`src/rtl/shift_operand_decoder_pkg.sv`:
```
// Shared definitions for the ARM operand2 decoder: shifter op codes,
// FSM state encoding and operand2 field bit positions.
package shift_operand_decoder_pkg;

  localparam logic [2:0] LSL_I = 3'b000;
  localparam logic [2:0] LSL_R = 3'b001;
  localparam logic [2:0] LSR_I = 3'b010;
  localparam logic [2:0] LSR_R = 3'b011;
  localparam logic [2:0] ASR_I = 3'b100;
  localparam logic [2:0] ASR_R = 3'b101;
  localparam logic [2:0] ROR_I = 3'b110;  // also RRX when the amount is 0
  localparam logic [2:0] ROR_R = 3'b111;

  localparam int IMM_BIT      = 25;
  localparam int REGSHIFT_BIT = 4;
  localparam int RS_LSB       = 8;
  localparam int RM_LSB       = 0;
  localparam int OP_LSB       = 4;
  localparam int SHAMT_LSB    = 7;

  typedef enum logic [2:0] {
    IDLE   = 3'd0,
    RD_RM  = 3'd1,
    CAP_RM = 3'd2,
    CAP_RS = 3'd3,
    ISSUE  = 3'd4
  } state_t;

endpackage

```
`src/rtl/shift_operand_decoder_if.sv`:
```
// Bundles the decode-side handshake, register-file read port and shifter
// operand outputs of the operand2 decoder.
//
// Handshake rules (both directions): a transfer happens on a rising edge
// where valid & ready are both 1; once valid rises the sender keeps valid and
// its payload stable until that transfer; ready may change freely.
interface shift_operand_decoder_if;
  logic        instr_valid;
  logic        instr_ready;
  logic [31:0] instr;
  logic        cpsr_c;
  logic        rf_rd_en;
  logic [3:0]  rf_rd_addr;
  logic [31:0] rf_rd_data;
  logic        sh_valid;
  logic        sh_ready;
  logic [2:0]  SHIFT_OP;
  logic [7:0]  Shift_Num;
  logic [31:0] Shift_Data;
  logic        Carry_flag;

  // Decoder side.
  modport slave (
    input  instr_valid, instr, cpsr_c, rf_rd_data, sh_ready,
    output instr_ready, rf_rd_en, rf_rd_addr, sh_valid,
           SHIFT_OP, Shift_Num, Shift_Data, Carry_flag
  );

  // Decode stage, register file and shifter side.
  modport master (
    output instr_valid, instr, cpsr_c, rf_rd_data, sh_ready,
    input  instr_ready, rf_rd_en, rf_rd_addr, sh_valid,
           SHIFT_OP, Shift_Num, Shift_Data, Carry_flag
  );
endinterface

```
`src/rtl/shift_operand_decoder_operand2_field_decode.sv`:
```
// Combinational split of an ARM data-processing word into the operand2
// fields the decoder FSM needs.
module operand2_field_decode
  import shift_operand_decoder_pkg::*;
(
  input  logic [31:0] instr,
  output logic        is_imm,
  output logic        is_regshift,
  output logic [3:0]  rm,
  output logic [3:0]  rs,
  output logic [2:0]  op,
  output logic [7:0]  imm_num,
  output logic [31:0] imm_data
);
  logic unused_bits;

  assign is_imm      = instr[IMM_BIT];
  assign is_regshift = !instr[IMM_BIT] && instr[REGSHIFT_BIT];
  assign rm          = instr[RM_LSB +: 4];
  assign rs          = instr[RS_LSB +: 4];
  assign op          = is_imm ? ROR_R : instr[OP_LSB +: 3];

  // Immediate rotate is encoded as half the amount in bits 11:8.
  assign imm_num  = is_imm ? {3'b000, instr[RS_LSB +: 4], 1'b0}
                           : {3'b000, instr[SHAMT_LSB +: 5]};
  assign imm_data = {24'h000000, instr[7:0]};

  assign unused_bits = ^{instr[31:26], instr[24:12]};
endmodule

```
`src/rtl/shift_operand_decoder.sv`:
```
// Operand2 decoder: accepts an instruction, fetches Rm/Rs through a single
// register-file read port and presents shifter operands on a valid/ready port.
module shift_operand_decoder
  import shift_operand_decoder_pkg::*;
#(
  parameter int RF_LAT = 1
) (
  input  logic                    clk,
  input  logic                    rst_n,
  input  logic                    flush,
  shift_operand_decoder_if.slave  bus,
  output state_t                  state_dbg
);
  generate
    if (RF_LAT != 1) begin : g_bad_rf_lat
      $error("shift_operand_decoder: only RF_LAT == 1 is supported");
    end
  endgenerate

  state_t      state, state_nxt;
  logic        accept;
  logic        dec_is_imm, dec_is_regshift;
  logic [3:0]  dec_rm, dec_rs;
  logic [2:0]  dec_op;
  logic [7:0]  dec_num;
  logic [31:0] dec_data;
  logic [3:0]  rm_q, rs_q;
  logic        regshift_q;
  logic [2:0]  op_q;
  logic [7:0]  num_q;
  logic [31:0] data_q;
  logic        carry_q;

  operand2_field_decode u_field_decode (
    .instr       (bus.instr),
    .is_imm      (dec_is_imm),
    .is_regshift (dec_is_regshift),
    .rm          (dec_rm),
    .rs          (dec_rs),
    .op          (dec_op),
    .imm_num     (dec_num),
    .imm_data    (dec_data)
  );

  assign bus.instr_ready = rst_n && (state == IDLE);
  assign accept          = bus.instr_valid && bus.instr_ready;
  assign bus.sh_valid    = (state == ISSUE);
  assign bus.SHIFT_OP    = op_q;
  assign bus.Shift_Num   = num_q;
  assign bus.Shift_Data  = data_q;
  assign bus.Carry_flag  = carry_q;
  assign state_dbg       = state;

  always_comb begin
    state_nxt      = state;
    bus.rf_rd_en   = 1'b0;
    bus.rf_rd_addr = 4'd0;
    case (state)
      IDLE:   if (accept) state_nxt = dec_is_imm ? ISSUE : RD_RM;
      RD_RM: begin
        bus.rf_rd_en   = 1'b1;
        bus.rf_rd_addr = rm_q;
        state_nxt      = CAP_RM;
      end
      CAP_RM: begin
        // Rm data arrives this cycle, so the port is free to fetch Rs.
        if (regshift_q) begin
          bus.rf_rd_en   = 1'b1;
          bus.rf_rd_addr = rs_q;
          state_nxt      = CAP_RS;
        end else begin
          state_nxt = ISSUE;
        end
      end
      CAP_RS: state_nxt = ISSUE;
      ISSUE:  if (bus.sh_ready) state_nxt = IDLE;
      default: state_nxt = IDLE;
    endcase
    if (flush) state_nxt = IDLE;
  end

  always_ff @(posedge clk or negedge rst_n) begin
    if (!rst_n) begin
      state <= IDLE;
    end else begin
      state <= state_nxt;
    end
  end

  // Operand registers only move before ISSUE, which keeps them stable under backpressure.
  always_ff @(posedge clk or negedge rst_n) begin
    if (!rst_n) begin
      rm_q       <= 4'd0;
      rs_q       <= 4'd0;
      regshift_q <= 1'b0;
      op_q       <= 3'd0;
      num_q      <= 8'd0;
      data_q     <= 32'd0;
      carry_q    <= 1'b0;
    end else if (!flush) begin
      if (accept) begin
        rm_q       <= dec_rm;
        rs_q       <= dec_rs;
        regshift_q <= dec_is_regshift;
        op_q       <= dec_op;
        num_q      <= dec_num;
        data_q     <= dec_data;
        carry_q    <= bus.cpsr_c;
      end
      if (state == CAP_RM) data_q <= bus.rf_rd_data;
      if (state == CAP_RS) num_q  <= bus.rf_rd_data[7:0];
    end
  end
endmodule

```
`src/flat_wrapper.sv`:
```
// flat-port wrapper written by rule: the top's interface ports become plain ports
module shift_operand_decoder_flat import shift_operand_decoder_pkg::*;
#(
  parameter int RF_LAT = 1
)
  (clk, rst_n, flush, state_dbg, bus_instr_valid, bus_instr, bus_cpsr_c, bus_rf_rd_data, bus_sh_ready, bus_instr_ready, bus_rf_rd_en, bus_rf_rd_addr, bus_sh_valid, bus_SHIFT_OP, bus_Shift_Num, bus_Shift_Data, bus_Carry_flag);
  shift_operand_decoder_if bus_i ();
  input  logic clk;
  input  logic rst_n;
  input  logic flush;
  output state_t state_dbg;
  input wire logic [$bits(bus_i.instr_valid)-1:0] bus_instr_valid;
  input wire logic [$bits(bus_i.instr)-1:0] bus_instr;
  input wire logic [$bits(bus_i.cpsr_c)-1:0] bus_cpsr_c;
  input wire logic [$bits(bus_i.rf_rd_data)-1:0] bus_rf_rd_data;
  input wire logic [$bits(bus_i.sh_ready)-1:0] bus_sh_ready;
  output wire logic [$bits(bus_i.instr_ready)-1:0] bus_instr_ready;
  output wire logic [$bits(bus_i.rf_rd_en)-1:0] bus_rf_rd_en;
  output wire logic [$bits(bus_i.rf_rd_addr)-1:0] bus_rf_rd_addr;
  output wire logic [$bits(bus_i.sh_valid)-1:0] bus_sh_valid;
  output wire logic [$bits(bus_i.SHIFT_OP)-1:0] bus_SHIFT_OP;
  output wire logic [$bits(bus_i.Shift_Num)-1:0] bus_Shift_Num;
  output wire logic [$bits(bus_i.Shift_Data)-1:0] bus_Shift_Data;
  output wire logic [$bits(bus_i.Carry_flag)-1:0] bus_Carry_flag;
  assign bus_i.instr_valid = bus_instr_valid;
  assign bus_i.instr = bus_instr;
  assign bus_i.cpsr_c = bus_cpsr_c;
  assign bus_i.rf_rd_data = bus_rf_rd_data;
  assign bus_i.sh_ready = bus_sh_ready;
  assign bus_instr_ready = bus_i.instr_ready;
  assign bus_rf_rd_en = bus_i.rf_rd_en;
  assign bus_rf_rd_addr = bus_i.rf_rd_addr;
  assign bus_sh_valid = bus_i.sh_valid;
  assign bus_SHIFT_OP = bus_i.SHIFT_OP;
  assign bus_Shift_Num = bus_i.Shift_Num;
  assign bus_Shift_Data = bus_i.Shift_Data;
  assign bus_Carry_flag = bus_i.Carry_flag;
  shift_operand_decoder #(.RF_LAT(RF_LAT)) u_core (.clk(clk), .rst_n(rst_n), .flush(flush), .bus(bus_i), .state_dbg(state_dbg));
endmodule
```
`config.mk`:
```
export PLATFORM = sky130hd
export DESIGN_NAME = shift_operand_decoder_flat
export DESIGN_NICKNAME = d
export VERILOG_FILES = /design/src/rtl/shift_operand_decoder_pkg.sv /design/src/rtl/shift_operand_decoder_if.sv /design/src/rtl/shift_operand_decoder_operand2_field_decode.sv /design/src/rtl/shift_operand_decoder.sv /design/src/flat_wrapper.sv
export SDC_FILE = /design/constraint.sdc
export NUM_CORES = 1
export LEC_CHECK = 0
export ABC_AREA = 1
export CAP_MARGIN = 20
export CORE_ASPECT_RATIO = 0.7
export CORE_MARGIN = 4
export CORE_UTILIZATION = 44
export DETAILED_ROUTE_END_ITERATION = 8
export PLACE_DENSITY = 0.85
export SETUP_SLACK_MARGIN = 0.5
export SYNTH_ARGS = -nofsm -noshare
export SYNTH_HDL_FRONTEND = slang
export SYNTH_SLANG_ARGS = --single-unit
export TNS_END_PERCENT = 20
```
`constraint.sdc`:
```
create_clock -name clk -period 2 [get_ports clk]
set_input_delay 0.3 -clock clk [delete_from_list [all_inputs] [get_ports clk]]
set_output_delay 0.3 -clock clk [all_outputs]
set_load 0.005 [all_outputs]
```
==> results.txt <==
syn nets: 389
number of violations reported at the end of detailed-routing iteration 0: 128
max-slew violation count: 0
data arrival time of the critical path: 1.47 ns
top-area cell type share of the netlist area: 53.82%
number of antenna violations at the first check in global routing: 0
clk sink count: 56
post-route clock skew: 0.006896 ns
number of rows created at floorplan: 23
routed vias/inst: 5.155
capture point of the worst reg-to-reg path: u_core.regshift_q$_DFFE_PN0P_
sequential share of the synthesized area: 53.82%
ratio of cells with drive above 1 in the final layout: 20.26%
number of global-route vias before repair: 2567
element type at the critical path end: output port
worst setup slack for register-to-register paths: 0.24 ns
Routed WL per cell: 16.78 µm
x dimension of the die: 99.95 µm
number of nets in the layout: 528
CP startpoint kind: flip-flop
detailed-route wire length: 8963 µm
startpoint of the most critical register-to-register path: u_core.state_dbg[2]$_DFFE_PN0P_
placed wire-length estimate: 5332 µm
post-route setup TNS: 0 ns
main combinational cell family by area after synthesis: simple AND/OR/NAND/NOR gates
worst min path class: primary input to async pin
YS warnings: 0
initial cell density of the core: 45.47%
path depth of the worst reg2reg path: 8
total placed instance area: 3716 µm²
list of most frequent post-synthesis cells: sky130_fd_sc_hd__nand2_1 (163), sky130_fd_sc_hd__dfrtp_1 (56), sky130_fd_sc_hd__nand3_1 (23), sky130_fd_sc_hd__inv_1 (16), sky130_fd_sc_hd__o21ai_0 (13)
post-layout minimum cycle time: 1.771 ns
fill cell total of the finished layout: 410
Synth Area in Simple Gates: 35.56%
worst voltage drop across the vdd grid: 0.6131 mV
total grt overflow: 0
area growth from synthesis to layout: 64.68%
I/O pins: 124
cell chosen for the clock root: sky130_fd_sc_hd__clkbuf_8
number of flops mapped to enable cells by yosys: 0
number of CTS-inserted buffers: 5
maximum level of the CTS H-tree: 2
largest buffer count on any clock path: 2
All-Layer GR Usage: 22.72%
peak fanout along the critical path: 4
die span in y: 72.36 µm
final number of setup-violating endpoints: 0
area taken by flip-flops and latches: 1404 µm²
global-route wire length before repair: 12890 µm
combined area of the multi-input logic cells: 1207 µm²
Mapped Area: 2604 µm²
class of the most critical setup path: flip-flop to output port
total non-filler cell area in the finished layout: 4288 µm²
pin count of the biggest net entering global routing: 57
Final Hold Vio Count: 0
final non-filler cell total: 534
CTS tree: yes
Placed Cells incl. Taps: 494
primary flip-flop cell chosen by synthesis mapping: sky130_fd_sc_hd__dfrtp_1
Seq cells post-synth: 56
leakage component of the power: 2.098 nW
post-synthesis share of cell area spent on full adders, half adders and majority gates: 0%
clock latency of the later-clocked register in the worst-skew pair: 0.31 ns
post-detailed-route DRC marker count: 0
xor and xnor area share after synthesis: 0%
synthesized area per cell: 8.162 µm²
post-detailed-route count of antenna-violating nets: 0
top cells by area in the synthesized netlist: sky130_fd_sc_hd__dfrtp_1 (54%), sky130_fd_sc_hd__nand2_1 (23%), sky130_fd_sc_hd__nand3_1 (4.4%)
most area-hungry cell type in the Yosys netlist: sky130_fd_sc_hd__dfrtp_1
actual slew at the worst max-slew pin: 0.7260 ns
share of flip-flops with an asynchronous set or reset after synthesis: 100.0%
clock input transition at the sequential cells of the worst setup and hold paths: 0.10 ns
share of the synthesized area in compound gates (AO/OA/AOI/OAI): 4.277%
weighted congestion at the end of routability-driven global placement: 0.9102
gate count of the mapped netlist: 319
Pre-Repair DR Iteration Count: 5
number of buffers inserted by port buffering: 104
core box area: 5727 µm²
unrepaired setup endpoints after global routing: yes
proportion of synthesized area in mux cells: 0%
Diodes inserted: 0
power density of the placed cells: 836.6 nW/µm²
status: complete, no violations
count of different cell masters after synthesis: 24
die outline area: 7232 µm²
Max Fclk: 564.5 MHz
worst slew slack as a fraction of its limit: 51.60%
quantity of hold-fixing buffers added after cts: 0
portion of the clock cycle consumed by the worst path in the final layout: 88.57%
Max-Cap Viols: 0
most frequent cell after synthesis: sky130_fd_sc_hd__nand2_1
total power consumption of the routed design: 3.587 mW
detailed-route via count: 2753
required time of the critical path: 1.70 ns
-- worst max-delay path: stages (launching register included) --
cell and delay [ns]:
sky130_fd_sc_hd__dfrtp_2 0.47, sky130_fd_sc_hd__inv_2 0.13, sky130_fd_sc_hd__nand3_4 0.11, sky130_fd_sc_hd__buf_4 0.15, sky130_fd_sc_hd__o22ai_2 0.15, sky130_fd_sc_hd__buf_2 0.16
-- state kept, by name, indices dropped and copies added (netlist names) --
name                   count
u_core.regshift_q          1
u_core.rm_q                4
u_core.bus.SHIFT_OP        3
u_core.bus.Shift_Data     32
u_core.bus.Shift_Num       8
u_core.rs_q                4
u_core.state_dbg           3
u_core.bus.Carry_flag      1
-- worst max-delay path by stage --
stage / cells past startpoint / slack (ns) / from / end
floorplan: 5 / 0.55 / u_core.state_dbg[1]$_DFFE_PN0P_ / bus_rf_rd_addr[0]
CTS: 6 / 0.34 / u_core.state_dbg[0]$_DFFE_PN0P_ / bus_rf_rd_addr[1]
global route: 6 / 0.21 / u_core.state_dbg[0]$_DFFE_PN0P_ / bus_rf_rd_addr[2]
global placement: 4 / 0.23 / u_core.state_dbg[1]$_DFFE_PN0P_ / bus_rf_rd_addr[3]
finish: 5 / 0.23 / u_core.state_dbg[2]$_DFFE_PN0P_ / bus_rf_rd_addr[2]
detailed placement: 6 / 0.20 / bus_instr_valid / u_core.bus.Shift_Data[15]$_DFFE_PN0P_
-- metrics by stage --
stage | setup slack (ns) | hold slack [ns] | utilization [%]
floorplan | 0.5487 | 0.004409 | -
global placement | 0.2295 | 0.4536 | 64.89
finish | 0.2286 | 0.1845 | 74.87
global route | 0.2064 | 0.2490 | 74.87
CTS | 0.3373 | 0.2287 | 71.31
detailed placement | 0.1996 | 0.4573 | 64.89
-- cells in the final DEF (no fill, tap or decap) --
| master | n |
|---|---|
| sky130_fd_sc_hd__inv_1 | 14 |
| sky130_fd_sc_hd__clkdlybuf4s50_1 | 94 |
| sky130_fd_sc_hd__buf_12 | 5 |
| sky130_fd_sc_hd__dlygate4sd2_1 | 2 |
| sky130_fd_sc_hd__buf_4 | 21 |
| sky130_fd_sc_hd__o22ai_1 | 1 |
| sky130_fd_sc_hd__nand2_8 | 5 |
| sky130_fd_sc_hd__clkbuf_8 | 6 |
| sky130_fd_sc_hd__o21bai_1 | 1 |
| sky130_fd_sc_hd__o22ai_2 | 3 |
| sky130_fd_sc_hd__nor2_1 | 7 |
| sky130_fd_sc_hd__nand3_2 | 1 |
| sky130_fd_sc_hd__nand2_1 | 153 |
| sky130_fd_sc_hd__nand2_2 | 11 |
| sky130_fd_sc_hd__nand4_4 | 1 |
| sky130_fd_sc_hd__nand3_1 | 22 |
| sky130_fd_sc_hd__dfrtp_2 | 2 |
| sky130_fd_sc_hd__o21ai_0 | 11 |
| sky130_fd_sc_hd__dfrtp_1 | 54 |
| sky130_fd_sc_hd__buf_6 | 8 |
| sky130_fd_sc_hd__clkbuf_16 | 2 |
| sky130_fd_sc_hd__nand4_1 | 5 |
| sky130_fd_sc_hd__buf_2 | 7 |
| sky130_fd_sc_hd__nor2_4 | 5 |
| sky130_fd_sc_hd__inv_2 | 3 |
| sky130_fd_sc_hd__buf_8 | 1 |
| sky130_fd_sc_hd__clkdlybuf4s15_2 | 1 |
| sky130_fd_sc_hd__or2_2 | 3 |
| sky130_fd_sc_hd__a21oi_1 | 1 |
| sky130_fd_sc_hd__nand3_4 | 3 |
| sky130_fd_sc_hd__o21ai_2 | 3 |
| sky130_fd_sc_hd__clkbuf_1 | 1 |
| sky130_fd_sc_hd__clkinvlp_4 | 2 |
-- routing by layer --
metal | vias up | routed length [µm] | track usage (%) | part of all wire (%)
met5 | - | 0 | 0 | 0
met4 | 0 | 219 | 4.091 | 2.4
met3 | 21 | 809 | 4.035 | 9.0
met2 | 164 | 4238 | 37.47 | 47
met1 | 1277 | 3696 | 32.00 | 41
li1 | 1291 | - | - | -
-- final cells by class --
| cell class | instances | area share, % |
|---|---|---|
| Tap cell | 75 | 2.189 |
| Clock buffer | 7 | 2.013 |
| Timing Repair Buffer | 141 | 33.06 |
| Multi-Input combinational cell | 236 | 28.16 |
| Clock inverter | 1 | 0.1751 |
| Sequential cell | 56 | 32.74 |
| Inverter | 18 | 1.663 |
-- logic make-up after synthesis --
logic type      after synthesis
buf+inv                      31
simple gates                212
compound gates               20
flops                        56
-- power breakdown --
part	switching, mW	internal [mW]	leakage (nW)
Sequential	0.169	1.41	0.726
Clock	0.374	0.283	0.0445
Combinational	0.587	0.761	1.33
-- what timing repair did --
action / CTS / global route
pin swaps: 9 / 5
gates cloned: 3 / 3
buffers inserted: 19 / 7
setup endpoints to repair: 66 / 105
resized for setup: 52 / 20
Power figures use the tool's default switching activity.
